===== config.mk =====
export PLATFORM = sky130hd
export DESIGN_NAME = barcode_entry_controller
export DESIGN_NICKNAME = d
export VERILOG_FILES = /design/src/rtl/sale_terminal_pkg.sv /design/src/rtl/barcode_entry_controller_lookup.sv /design/src/rtl/barcode_entry_controller.sv
export SDC_FILE = /design/constraint.sdc
export NUM_CORES = 1
export LEC_CHECK = 0
export BUFFER_PORTS_ARGS = -buffer_cell sky130_fd_sc_hd__clkbuf_2
export CORE_AREA = 2 2 50 76
export DETAILED_ROUTE_END_ITERATION = 16
export DIE_AREA = 0 0 52 78
export HOLD_SLACK_MARGIN = 0.08
export PLACE_DENSITY = 0.7
export SLEW_MARGIN = 20
export SYNTH_ARGS = -nofsm -noshare
export SYNTH_HDL_FRONTEND = slang
export SYNTH_SLANG_ARGS = --single-unit

===== constraint.sdc =====
create_clock -name clk -period 2.23 [get_ports clk]
set_input_delay 0.446 -clock clk [delete_from_list [all_inputs] [get_ports clk]]
set_output_delay 0.446 -clock clk [all_outputs]
set_load 0.005 [all_outputs]

===== src/rtl/sale_terminal_pkg.sv =====
// Shared types and constants for the sale terminal: product barcode table,
// entry FSM states and a nibble-insert helper used by the keypad entry logic.
package sale_terminal_pkg;

  localparam int PRODUCT_COUNT = 12;
  localparam int BARCODE_W     = 16;
  localparam int DIGIT_W       = 4;
  localparam int MAX_DIGITS    = BARCODE_W / DIGIT_W;

  // Entry 0 sits in the lowest slice, so PRODUCT_TABLE[i] is product index i.
  localparam logic [PRODUCT_COUNT-1:0][BARCODE_W-1:0] PRODUCT_TABLE = {
    16'h1213, 16'h1342, 16'h4321, 16'h3112,
    16'h2144, 16'h2134, 16'h3214, 16'h3133,
    16'h3121, 16'h4133, 16'h4132, 16'h3124
  };

  typedef enum logic {
    ST_ENTRY,
    ST_LOOKUP
  } state_t;

  // Digit position 0 is the leftmost nibble [15:12].
  function automatic logic [BARCODE_W-1:0] set_nibble(
    input logic [BARCODE_W-1:0] code,
    input logic [2:0]           pos,
    input logic [DIGIT_W-1:0]   val
  );
    logic [BARCODE_W-1:0] result;
    result = code;
    for (int i = 0; i < MAX_DIGITS; i++) begin
      if (pos == 3'(i)) result[BARCODE_W-1-DIGIT_W*i -: DIGIT_W] = val;
    end
    return result;
  endfunction

endpackage


===== src/rtl/barcode_entry_controller_lookup.sv =====
// Combinational product-table search: 16-bit code -> {hit, index}.
// Lowest matching index wins should the table ever hold duplicates.
module barcode_lookup
  import sale_terminal_pkg::*;
(
  input  logic [BARCODE_W-1:0] code,
  output logic                 hit,
  output logic [3:0]           index
);

  always_comb begin
    hit   = 1'b0;
    index = 4'd0;
    // Walk downwards so the lowest matching index is the last one written.
    for (int i = PRODUCT_COUNT - 1; i >= 0; i--) begin
      if (code == PRODUCT_TABLE[i]) begin
        hit   = 1'b1;
        index = 4'(i);
      end
    end
  end

endmodule


===== src/rtl/barcode_entry_controller.sv =====
// Keypad barcode entry: collects digits 1..4, handles edits and looks up the code on Enter.
// Define BARCODE_ENTRY_TIMEOUT_EN to discard partial entries after TIMEOUT_CYCLES idle cycles.
module barcode_entry_controller
  import sale_terminal_pkg::*;
#(
  parameter int unsigned TIMEOUT_CYCLES = 50_000_000
) (
  input  logic                 clk,
  input  logic                 rst,
  input  logic                 DigitValid,
  input  logic [2:0]           Digit_in,
  input  logic                 Backspace,
  input  logic                 Clear,
  input  logic                 Enter,
  output logic [BARCODE_W-1:0] Barcode_out,
  output logic [2:0]           NumOfBarcodeDigitsEntered,
  output logic                 Busy,
  output logic                 ProductValid,
  output logic [3:0]           ProductIndex,
  output logic                 InvalidBarcode
);

  state_t     state;
  logic       lookup_hit;
  logic [3:0] lookup_index;
  logic       digit_legal;

`ifdef BARCODE_ENTRY_TIMEOUT_EN
  logic [31:0] idle_count;
`endif

  barcode_lookup u_lookup (
    .code  (Barcode_out),
    .hit   (lookup_hit),
    .index (lookup_index)
  );

  assign digit_legal = (Digit_in != 3'd0) && (Digit_in <= 3'd4);

  // Strobes are mutually exclusive by priority: the highest one present is the
  // only one acted on, even when its action turns out to be a no-op.
  always_ff @(posedge clk) begin
    if (rst) begin
      state                     <= ST_ENTRY;
      Barcode_out               <= '0;
      NumOfBarcodeDigitsEntered <= 3'd0;
      Busy                      <= 1'b0;
      ProductValid              <= 1'b0;
      ProductIndex              <= 4'd0;
      InvalidBarcode            <= 1'b0;
`ifdef BARCODE_ENTRY_TIMEOUT_EN
      idle_count                <= '0;
`endif
    end else begin
      ProductValid   <= 1'b0;
      InvalidBarcode <= 1'b0;
`ifdef BARCODE_ENTRY_TIMEOUT_EN
      idle_count     <= '0;
`endif
      case (state)
        ST_ENTRY: begin
          if (Clear) begin
            Barcode_out               <= '0;
            NumOfBarcodeDigitsEntered <= 3'd0;
          end else if (Backspace) begin
            if (NumOfBarcodeDigitsEntered != 3'd0) begin
              Barcode_out <= set_nibble(Barcode_out, NumOfBarcodeDigitsEntered - 3'd1, 4'd0);
              NumOfBarcodeDigitsEntered <= NumOfBarcodeDigitsEntered - 3'd1;
            end
          end else if (DigitValid) begin
            if (digit_legal && NumOfBarcodeDigitsEntered < 3'(MAX_DIGITS)) begin
              Barcode_out <= set_nibble(Barcode_out, NumOfBarcodeDigitsEntered, {1'b0, Digit_in});
              NumOfBarcodeDigitsEntered <= NumOfBarcodeDigitsEntered + 3'd1;
            end
          end else if (Enter) begin
            if (NumOfBarcodeDigitsEntered == 3'(MAX_DIGITS)) begin
              state <= ST_LOOKUP;
              Busy  <= 1'b1;
            end else begin
              InvalidBarcode <= 1'b1;
            end
          end else begin
`ifdef BARCODE_ENTRY_TIMEOUT_EN
            if (NumOfBarcodeDigitsEntered != 3'd0) begin
              if (idle_count == TIMEOUT_CYCLES - 1) begin
                Barcode_out               <= '0;
                NumOfBarcodeDigitsEntered <= 3'd0;
              end else begin
                idle_count <= idle_count + 32'd1;
              end
            end
`else
            // Without the timeout a partial entry is held until edited.
`endif
          end
        end
        ST_LOOKUP: begin
          ProductValid   <= lookup_hit;
          InvalidBarcode <= ~lookup_hit;
          if (lookup_hit) ProductIndex <= lookup_index;
          Barcode_out               <= '0;
          NumOfBarcodeDigitsEntered <= 3'd0;
          Busy                      <= 1'b0;
          state                     <= ST_ENTRY;
        end
        default: state <= ST_ENTRY;
      endcase
    end
  end

endmodule


# --- Yosys cells after proc, flatten, opt, wreduce, memory -nomap -nowiden ---
# Cells that the tools add are included.
op_classes:
  n_mux: 62
  n_eq_ne: 35
  shifts: 0
  add_sub_neg: 2
  div_mod_pow: 0
  order_cmp: 2
  n_reduce_logical: 14
  n_mul: 0
  bitwise_logic: 2
op_table:
  columns: ["operator", "count"]
  rows:
  - ["equality test 16 x 14 -> 1 bit (second input constant)", 7]
  - ["two-way mux 16 bit", 5]
  - ["two-way mux 4 bit", 20]
  - ["equality test 16 x 15 -> 1 bit (second input constant)", 3]
  - ["inequality test 4 bit (second input constant)", 11]
  - ["equality test 16 x 13 -> 1 bit (second input constant)", 2]
  - ["one-hot mux 16 bit (2 select lines)", 1]
  - ["two-way mux 1 bit", 27]
  - ["AND reduction 5 bit", 5]
  - ["two-way mux 3 bit", 5]
  - ["equality test 3 x 2 -> 1 bit (second input constant)", 4]
  - ["inequality test 2 bit (second input constant)", 5]
  - ["equality test 3 x 1 -> 1 bit (second input constant)", 2]
  - ["logical NOT 3 bit", 2]
  - ["one-hot mux 1 bit (2 select lines)", 3]
  - ["one-hot mux 3 bit (2 select lines)", 1]
  - ["nonzero test 3 bit", 2]
  - ["adder 3 x 1 -> 3 bit (second input constant)", 1]
  - ["equality test 3 bit (second input constant)", 1]
  - ["less-or-equal comparator 3 bit (second input constant)", 1]
  - ["< comparator 3 bit (second input constant)", 1]
  - ["AND reduction 3 bit", 1]
  - ["subtractor 3 x 1 -> 3 bit (second input constant)", 1]
  - ["logical AND 1 bit", 2]
  - ["3 further kinds", 4]
word_totals:
  memories: 0
  ramBits: 0
  output_inout_bits: 26
  regBits: 27
  inputBits: 9
  rom_bits: 0
  latchBits: 0

# --- Longest topological paths before layout ---
depth:
  ltp_word: 15
  mapped_depth: 7
  mapped_depth_nobuf: 7

# --- By module ---
# Synthesis repeated with hierarchy kept, for this count alone.
hier_totals:
  cells_unflattened: 187
  area_unflattened_um2: 1527.7
modules_own_cells:
  columns: ["module", "cells_per_inst", "instances", "area_per_inst_um2"]
  rows:
  - ["barcode_entry_controller", 137, 1, 1149.9]
  - ["barcode_lookup", 50, 1, 377.9]

# --- Least setup slack after synthesis ---
# OpenSTA, ideal clock, no wires.
synth_path:
  kind: "register to register"
  from: "register NumOfBarcodeDigitsEntered[0]"
  to: "register Barcode_out[12]"
  required_ns: 2.102
  t_arrival_ns: 1.789
  setup_time_ns: 0.128
  path_buffers: 0
  stages_incl_launch_ff: 8
  setup_slack_ns: 0.313
  path_cell_list: "dfxtp_1 > inv_1 > ha_1 > nor3_1 > a211oi_1 > o31ai_1 > mux2i_1 > nor2_1"
synth_between:
  elab_chain_len: 4
synth_lines:
  columns: ["item", "line", "source"]
  rows:
  - ["from (decl)", "barcode_entry_controller.sv:16", "output logic [2:0] NumOfBarcodeDigitsEntered,"]
  - ["from (signal assigned)", "barcode_entry_controller.sv:68", "NumOfBarcodeDigitsEntered <= NumOfBarcodeDigitsEntered - 3'd1;"]
  - ["from (signal assigned)", "barcode_entry_controller.sv:73", "NumOfBarcodeDigitsEntered <= NumOfBarcodeDigitsEntered + 3'd1;"]
  - ["subtractor 3 x 1 -> 3 bit / < comparator 3 bit (equally long branches)", "barcode_entry_controller.sv:67, barcode_entry_controller.sv:71", null]
  - ["logical NOT 3 bit / logical AND 1 bit (equally long branches)", "sale_terminal_pkg.sv:31, barcode_entry_controller.sv:71", null]
  - ["inequality test 4 bit (no line)", null, null]
  - ["AND reduction 5 bit (no line) (*)", null, null]
  - ["to (signal assigned)", "barcode_entry_controller.sv:67", "Barcode_out <= set_nibble(Barcode_out, NumOfBarcodeDigitsEntered - 3'd1, 4'd0);"]
  - ["to (signal assigned)", "barcode_entry_controller.sv:72", "Barcode_out <= set_nibble(Barcode_out, NumOfBarcodeDigitsEntered, {1'b0, Digit_in});"]
  - ["to (decl)", "barcode_entry_controller.sv:15", "output logic [BARCODE_W-1:0] Barcode_out,"]
# Mark *: on every way between the ends. The rest lies on a longest branch, timed or not.
# A chain may end at the register's enable or synchronous reset.

# --- Worst setup path after layout ---
layout_path:
  from: "register Barcode_out[5]"
  to: "register ProductIndex[0]"
layout_between:
  elab_chain_len: 14
layout_lines:
  columns: ["item", "line", "source"]
  rows:
  - ["equality test 16 x 13 -> 1 bit", "barcode_entry_controller_lookup.sv:16", "if (code == PRODUCT_TABLE[i]) begin"]
  - ["two-way mux 1 bit (12 in a row)", "barcode_entry_controller_lookup.sv:16", null]
  - ["AND reduction 2 bit (no line)", null, null]
  - ["to (signal assigned)", "barcode_entry_controller.sv:100", "if (lookup_hit) ProductIndex <= lookup_index;"]
  - ["to (decl)", "barcode_entry_controller.sv:19", "output logic [3:0] ProductIndex,"]
# Parallel ways exist; a longest one is shown, timed or not.

==> results_dict.tcl <==
set metrics [dict create \
    slowest_stage "dfxtp_1" \
    arrival_ps 2150 \
    cp.buffers_inverters 0 \
    clk_pin_slew_ps 80 \
    nets 227 \
    slew_viol_final 0 \
    cts_root_buf "clkbuf_8" \
    drt_wl_total_um 3710 \
    crit_family "simple AND/OR/NAND/NOR gates" \
    leakage_nw 0.780 \
    fp-row-count 26 \
    drc 0 \
    power.total_mw 0.851 \
    start_util_pct 47.1 \
    synth_enable_flop_cells 0 \
    die_w_um 52 \
    critPathMaxFanout 7 \
    rsz0062_at_grt "false" \
    ir_drop_mv 0.411 \
    multiInputGateArea_mm2 0.00105 \
    clkSinkCount 23 \
    yosysSeqAreaShare_pct 29.2 \
    power.density_mw_per_mm2 470 \
    final_antenna_net_count 0 \
    dp_hpwl_um 2840 \
    drive_above_1_share_pct 27.6 \
    hold_class "reg -> reg" \
    ys_types 53 \
    cts_made_buffers 3 \
    die_area_mm2 0.00406 \
    post_cts_buffers 0 \
    dpl.cell_count 248 \
    final.setup.tns_ps 0 \
    end_kind "register" \
    via_per_inst 5.77 \
    synth_area_leader_cell "dfxtp_1" \
    relSlewSlack_pct 66.2 \
    max_freq_mhz 502 \
    synthFlopType "dfxtp_1" \
    hold_buffers 0 \
    area_growth_pct 14.6 \
    grt_pass1_vias 1372 \
    synthTopCellsByCount "23 x dfxtp_1, 23 x nor2_1, 15 x mux2i_1" \
    synth_seq_cells 23 \
    worst_slew_pin_slew_ps 501 \
    grt_pass1_wl_um 6400 \
    outcome "completed" \
    required_ps 2390 \
    syn_area_mm2 0.00158 \
    max-clock-path-buffers 2 \
    grt_start_max_net_pins 25 \
    crit_chain "nor4b_1 -> nand4_1 -> o221a_2 -> a31o_4 -> mux2_4" \
    ys_warn_count 0 \
    register_area_um2 460 \
    drt_first_pass_iters 4 \
    synth.avg_cell_area_um2 8.82 \
    cts_resized 0 \
    async_flop_share_pct 0 \
    cp-start-kind "register" \
    port_buffers 30 \
    regToRegSetupSlack_ps 240 \
    wl_per_cell_um 14.7 \
    num_vias 1454 \
    synth.area.top_cells "dfxtp_1 29%, mux2i_1 9.5%, ha_1 5.5%, nor2_1 5.5%, a22oi_1 2.9%" \
    fin_cells 252 \
    htreeDepth 1 \
    synth_top_area_share_pct 29.2 \
    gp_congestion 0.893 \
    core_mm2 0.00335 \
    grtUsageTotal_pct 20.7 \
    setup-violations-final 0 \
    cts_tree "built" \
    nFillCells 348 \
    antenna_cells 0 \
    period_needed_ps 1990 \
    crit_type "reg -> reg" \
    maxCapViolations 0 \
    skew_ps 9.00 \
    die_h_um 78 \
    fin_crit_sh_pct 89.4 \
    postSynthCellCount 179 \
    io_pins 35 \
    drtIter0Drc 48 \
    grt_overflow 0 \
    antenna_found_initial 0 \
    hold_violations 0 \
    cp_slowest_stage_delay_ps 520 \
    clk_latency_ps 260 \
]
==> routing by layer <==
layer / track usage (%) / up-vias / share of wire (%)
li1: - / 717 / -
met1: 24.7 / 687 / 41
met2: 35.2 / 41 / 54
met3: 2.31 / 9 / 3.1
met4: 10.3 / 0 / 2.4
met5: 0 / - / 0
==> report_power, final <==
part | internal [mW] | switching [mW] | total [mW]
Sequential | 0.425 | 0.0221 | 0.447
Clock | 0.125 | 0.126 | 0.251
Combinational | 0.0712 | 0.0818 | 0.153
Total | 0.620 | 0.230 | 0.851
==> metrics by stage <==
step | setup slack [ps] | hold slack [ps] | util (%) | cell area [um^2]
final | 237 | 463 | 54.0 | 1810
after CTS | 249 | 464 | 54.0 | 1810
after global routing | 74.6 | 486 | 54.0 | 1810
after floorplan | 313 | 450 | - | 1590
after detailed placement | 226 | 452 | 52.6 | 1760
after global placement | 252 | 451 | 52.6 | 1760
==> worst register-to-register path: stages, from the launching register on <==
cell,delay [ps]
dfxtp_1,520
nor4b_1,400
nand4_1,210
o221a_2,210
a31o_4,270
mux2_4,290
==> path summary, 6_finish.rpt <==
| path | from | end | depth (start not counted) |
|---|---|---|---|
| hold reg to reg | Busy | Busy | 2 |
| setup / recovery | Barcode_out[5] | ProductIndex[0] | 5 |
| hold / removal | Busy | Busy | 2 |
| setup reg to reg | Barcode_out[5] | ProductIndex[0] | 5 |
==> layout make-up <==
cell class                 instances  share of cell area, %
timing repair buffer              34                   9.96
sequential                        23                   25.4
inverter                           6                   1.24
clock buffer                       3                   2.28
multi-input combinational        143                   57.9
clock inverter                     1                  0.277
tap                               42                   2.90
==> state kept, by name (all words and copies together), names as in the netlist <==
| signal | cells |
|---|---|
| Barcode_out | 12 |
| Busy | 1 |
| InvalidBarcode | 1 |
| NumOfBarcodeDigitsEntered | 3 |
| ProductIndex | 4 |
| ProductValid | 1 |
| state | 1 |
==> logic make-up after synthesis <==
logic type,count (synthesis),share of synthesized area [%]
buf+inv,16,5.23
simple gates,79,31.3
other cells,1,0.237
mux,17,11.2
fa+ha+maj,7,5.55
compound gates,35,16.8
flops,23,29.2
xor+xnor,1,0.555
==> placed cells by master (no fill, tap or decap), types with 3 or more instances in the layout <==
cell type / netlist / routed
nand3_1: 6 / 6
a21oi_1: 5 / 5
clkbuf_8: 0 / 3
nor2_1: 23 / 23
and4bb_2: 3 / 3
nor3_1: 4 / 4
mux2i_1: 15 / 15
a22oi_1: 6 / 6
and3_1: 5 / 5
and2b_2: 3 / 3
clkbuf_2: 1 / 30
dfxtp_1: 23 / 23
conb_1: 1 / 4
o21ai_0: 5 / 5
ha_1: 7 / 7
buf_4: 5 / 4
nand4_1: 5 / 5
inv_1: 6 / 6
nand2_1: 9 / 9
Note: power is estimated with default switching activity, not from simulation.
